`src/rtl/inst_fetch_stage.sv`:
```
// Instruction-fetch stage: owns the PC, addresses the async instruction ROM and
// registers the fetched word into IF/ID. Optional branch delay slot: IF_DELAY_SLOT_EN.
module inst_fetch_stage #(
  parameter logic [31:0] RESET_PC = 32'h0000_0000,
  parameter int          ROM_AW   = 5
) (
  input  logic              clk,
  input  logic              resetn,
  output logic [ROM_AW-1:0] rom_addr,
  input  logic [31:0]       rom_inst,
  input  logic              id_allowin,
  input  logic              jbr_taken,
  input  logic [31:0]       jbr_target,
  output logic              if_valid,
  output logic [31:0]       if_pc,
  output logic [31:0]       if_inst,
  output logic              addr_err,
  output logic [31:0]       fetch_cnt
);

  typedef enum logic {
    ST_BOOT = 1'b0,
    ST_RUN  = 1'b1
  } state_e;

  state_e      state_q;
  logic [31:0] pc_q,       pc_d;
  logic        if_valid_q, if_valid_d;
  logic [31:0] if_pc_q,    if_pc_d;
  logic [31:0] if_inst_q,  if_inst_d;
  logic        addr_err_q, addr_err_d;
  logic [31:0] cnt_q,      cnt_d;

  logic fire;
  logic accept;
  logic redirect;

  assign fire     = if_valid_q & id_allowin;
  assign accept   = (state_q == ST_RUN) & (~if_valid_q | id_allowin);
  assign redirect = fire & jbr_taken;

  // Upper PC bits are deliberately not decoded; the ROM aliases.
  assign rom_addr  = pc_q[ROM_AW+1:2];
  assign if_valid  = if_valid_q;
  assign if_pc     = if_pc_q;
  assign if_inst   = if_inst_q;
  assign addr_err  = addr_err_q;
  assign fetch_cnt = cnt_q;

  always_comb begin
    // NOTE: every next-state value defaults to its hold value first, so no path leaves one unassigned and no latch is inferred.
    pc_d       = pc_q;
    if_valid_d = if_valid_q;
    if_pc_d    = if_pc_q;
    if_inst_d  = if_inst_q;
    addr_err_d = addr_err_q;
    cnt_d      = cnt_q;

    if (redirect) begin
      pc_d = {jbr_target[31:2], 2'b00};
      if (jbr_target[1:0] != 2'b00) addr_err_d = 1'b1;
`ifdef IF_DELAY_SLOT_EN
      // The word after the branch is the delay slot and still issues.
      if_valid_d = 1'b1;
      if_pc_d    = pc_q;
      if_inst_d  = rom_inst;
`else
      // The word after the branch is squashed; the target is fetched next cycle.
      if_valid_d = 1'b0;
`endif
    end else if (accept) begin
      if_valid_d = 1'b1;
      if_pc_d    = pc_q;
      if_inst_d  = rom_inst;
      pc_d       = pc_q + 32'd4;
    end

    if (fire) cnt_d = cnt_q + 32'd1;
  end

  // NOTE: sequential state uses non-blocking assignments so every register samples pre-edge values, independent of statement order.
  always_ff @(posedge clk or negedge resetn) begin
    if (!resetn) begin
      state_q    <= ST_BOOT;
      pc_q       <= RESET_PC;
      if_valid_q <= 1'b0;
      if_pc_q    <= 32'h0;
      if_inst_q  <= 32'h0;
      addr_err_q <= 1'b0;
      cnt_q      <= 32'h0;
    end else begin
      state_q    <= ST_RUN;
      pc_q       <= pc_d;
      if_valid_q <= if_valid_d;
      if_pc_q    <= if_pc_d;
      if_inst_q  <= if_inst_d;
      addr_err_q <= addr_err_d;
      cnt_q      <= cnt_d;
    end
  end

endmodule

```
`config.mk`:
```
export PLATFORM = sky130hd
export DESIGN_NAME = inst_fetch_stage
export DESIGN_NICKNAME = d
export VERILOG_FILES = /design/src/rtl/inst_fetch_stage.sv
export SDC_FILE = /design/constraint.sdc
export NUM_CORES = 1
export LEC_CHECK = 0
export BUFFER_PORTS_ARGS = -buffer_cell sky130_fd_sc_hd__buf_2
export CAP_MARGIN = 10
export CORE_MARGIN = 1
export CORE_UTILIZATION = 50
export DETAILED_ROUTE_END_ITERATION = 8
export PLACE_DENSITY = 0.79
export RECOVER_POWER = 50
export SYNTH_ARGS = -nofsm -noshare
export SYNTH_HDL_FRONTEND = slang
export SYNTH_SLANG_ARGS = --single-unit
export TNS_END_PERCENT = 10
```
`constraint.sdc`:
```
create_clock -name clk -period 2.5 [get_ports clk]
set_clock_uncertainty 0.05 [all_clocks]
set_input_delay 0.25 -clock clk [delete_from_list [all_inputs] [get_ports clk]]
set_output_delay 0.25 -clock clk [all_outputs]
set_load 0.02 [all_outputs]
```
==> metrics.csv <==
stage,metric,value,unit
yosys,compound-gate portion of the synthesized area,4.19,%
clock_network,H-tree levels,4,
placement,hpwl dp,9.05,mm
power,Pleak,3.53,nW
die,Die Y,108,microns
critical_path,crit path capture type,flop,
clock_network,TritonCTS clock tree,yes,
clock_network,clk_lat worst skew,0.51,ns
placement,port bufs,168,
sta,max frequency,483,MHz
global_route,initial antenna violation count,2,
sta,period utilisation layout,82.8,%
sta,TNS Setup,0,ns
worst_hold_path,Hold Crit Class,input port to flop,
critical_path,crit path DAT,2.41,ns
critical_path,end of the worst register-to-register path,pc_q[22],
clock_network,postcts setup bufs,0,
power,maximum VDD drop,0.490,mV
yosys,simple-gate share of the synthesized area,15.1,%
detailed_routing,drt total wl,13.5,mm
global_route,largest net degree at the start of global routing,54,
power,Net Sw Power,2.24,mW
detailed_routing,vias post-DR,4580,
yosys,Syn Inst Count,479,
status,status,"finished, final reports clean",
finish,cell area after layout,7770,sq um
detailed_routing,drt via density,5.25,
yosys,Synth Warn #,0,
clock_network,root buf cell,clkbuf_8,
global_route,vias in the first global route,4567,
finish,Sequential cell area,3180,sq um
placement,GPL Wtd Cong,0.879,
yosys,Adder-Cell Fraction of Synth Area,0.446,%
power,Comb pwr share,25.2,%
detailed_routing,post-route ant nets,0,
yosys,Syn Std Cell Area,5610,sq um
critical_path,reg2reg path depth,5,
finish,Area Growth Syn to Fin,38.4,%
yosys,most common flop cell mapped by yosys,dfrtp_1,
finish,post-layout util,71.3,%
critical_path,Setup CP Type,flop to flop,
finish,FILL cells,790,
yosys,Synth Register Bits,127,
critical_path,Crit path required time,2.84,ns
die,Core Region,10900,sq um
die,Initial Util,51.6,%
yosys,largest family of logic cells by synthesized area,simple AND/OR/NAND/NOR gates,
power,Clk pwr share,33.5,%
sta,Least-Margin Pin Slew,1.09,ns
yosys,ranking of synthesized cells by area,"dfrtp_1, mux2_2, xnor2_1",
global_route,first-pass GRT wire length,21.9,mm
run,MaxCap Viol Count,0,
detailed_routing,DRC viols,0,
yosys,syn avg cell area,11.7,sq um
clock_network,CTS buffer count,17,
critical_path,Worst R2R Start,pc_q[4],
detailed_routing,drt first-iter violations,186,
power,internal power,4.78,mW
sta,Slew Limit Fails,0,
clock_network,"Clk pin slew, worst setup/hold paths",0.05,ns
critical_path,worst reg-to-reg setup slack,0.43,ns
critical_path,critical path peak fanout,8,
detailed_routing,First-pass DRT Iterations,4,
power,sequential fraction of design power,41.3,%
die,num ports,171,
die,die area,11700,sq um
finish,fin nets,788,
critical_path,CP Launch Type,flop,
detailed_routing,DR WL/cell,15.4,microns
yosys,mux cell area share after synthesis,12.0,%
yosys,Synth cell types,40,
global_route,gr usage total,24.5,%
power,Sw Ratio,31.9,%
sta,fin crit period,2.07,ns
die,row count,38,
sta,RSZ-0062 raised after global routing,no,
placement,Post-Place Cell Area,6620,sq um
yosys,Post-synth EDFFs,0,
finish,Multi-input gate area,2300,sq um
worst_hold_path,Hold Crit Endpoint,fetch_cnt[0],
power,pwr/cell area,904,nW/um^2
sta,Slew HR,27.4,%
yosys,Yosys top cell area share,56.6,%
die,DIE WIDTH,108,microns
sta,"Hold Violations, Final",0,
yosys,"area leader, netlist",dfrtp_1,
finish,share of cells above drive strength 1,31.2,%
worst_hold_path,Hold Path Origin,id_allowin,
worst_hold_path,Worst Hold Path Cells,3,
yosys,sequential area share after synthesis,56.6,%
global_route,grt ovf,0,
yosys,asr flop ratio synth,100,%
clock_network,Bufs on Longest Clock Path,2,
yosys,xor and xnor area share after synthesis,8.74,%
sta,setup violators final,0,
clock_network,Sink Count,127,
==> through the flow <==
| step | instances | total power, mW | hold slack, ns | setup WS [ns] |
|---|---|---|---|---|
| 3_5_place_dp | 774 | 4.67 | 0.247 | 0.447 |
| 2_1_floorplan | 480 | 4.00 | -0.0956 | 0.466 |
| 4_1_cts | 871 | 7.12 | 0.0431 | 0.430 |
| 6_report | 873 | 7.02 | 0.0616 | 0.431 |
| 5_1_grt | 873 | 7.37 | 0.0540 | 0.251 |
| 3_3_place_gp | 774 | 4.59 | 0.236 | 0.489 |
==> routing by layer <==
metal	GRT usage [%]	vias up	share of wire [%]
met5	0	-	0
met4	12.9	0	3.2
met3	5.36	37	5.1
met2	39.4	169	49
met1	31.2	2212	42
li1	-	2162	-
==> repair_timing <==
item                      in CTS  in global routing
hold endpoints to repair     106                  0
gates resized for setup        0                  0
hold buffers                  65                  0
==> logic make-up after synthesis <==
kind of cell	after synthesis
compound gates	40
xor+xnor	56
fa+ha+maj	2
buf+inv	30
flops	127
mux	60
other cells	2
simple gates	162
==> synth_stat cells (2+ instances only) <==
library cell  instances
nand3_1              21
and3_1               11
nor3_1                9
o21ai_0              25
and4_1                8
mux2_2               60
nor2_1               19
a22oi_1               2
ha_1                  2
nand2b_1              2
buf_2                 4
conb_1                2
a21oi_1               5
xnor2_1              45
dfrtp_1             127
xor2_1               11
or2_2                 2
nor4_1               11
buf_4                 7
and2_1                2
nand2_1              53
clkbuf_1             12
inv_1                 5
nand4_1              18
==> critical path, stage by stage, from the launching register on <==
cell and delay, ns:
dfrtp_1 0.44, and3_1 0.36, nand4_4 0.20, or4b_4 0.56, o311ai_2 0.26, nand2b_1 0.08
==> worst max-delay path by stage <==
stage,from,end,slack [ns],cells after the start
2_1_floorplan,pc_q[2],pc_q[22],0.47,6
3_3_place_gp,pc_q[2],pc_q[22],0.49,6
3_5_place_dp,pc_q[4],pc_q[22],0.45,5
4_1_cts,pc_q[4],pc_q[22],0.43,5
5_1_grt,resetn,if_inst[21],0.25,3
6_report,pc_q[4],pc_q[22],0.43,5
==> flip-flops by register name, summed over array words and instances (netlist names) <==
name	flops
fetch_cnt	32
if_inst	32
if_pc	30
pc_q	30
addr_err	1
if_valid	1
state_q	1
==> power groups by stage <==
stage | registers, mW | clock network, mW | logic (mW)
2_1_floorplan | 3.29 | 0 | 0.713
3_3_place_gp | 2.88 | 0 | 1.72
3_5_place_dp | 2.91 | 0 | 1.76
4_1_cts | 2.88 | 2.39 | 1.84
5_1_grt | 2.96 | 2.50 | 1.92
6_report | 2.90 | 2.35 | 1.77
==> cells in the final DEF, fill, tap and decap left out, types with 11 or more instances in the layout <==
cell type | synthesis | layout
nand4_1 | 18 | 18
o21ai_0 | 25 | 25
clkbuf_1 | 12 | 51
nor4_1 | 11 | 11
mux2_2 | 60 | 60
xor2_1 | 11 | 11
clkbuf_16 | 0 | 16
nor2_1 | 19 | 19
xnor2_1 | 45 | 45
dlygate4sd3_1 | 0 | 65
dfrtp_1 | 127 | 127
nand3_1 | 21 | 21
buf_2 | 4 | 124
and3_1 | 11 | 11
nand2_1 | 53 | 53
==> final cells by class <==
| cell class | count | area share (%) |
|---|---|---|
| multi-input cells | 323 | 29.6 |
| inverters | 5 | 0.242 |
| repair buffers | 244 | 19.7 |
| clock inverters | 7 | 1.42 |
| clock buffers | 25 | 5.85 |
| diodes | 2 | 0.0644 |
| well taps | 140 | 2.26 |
| flip-flops and latches | 127 | 40.9 |
No activity file was read; power rests on OpenSTA's default activity.
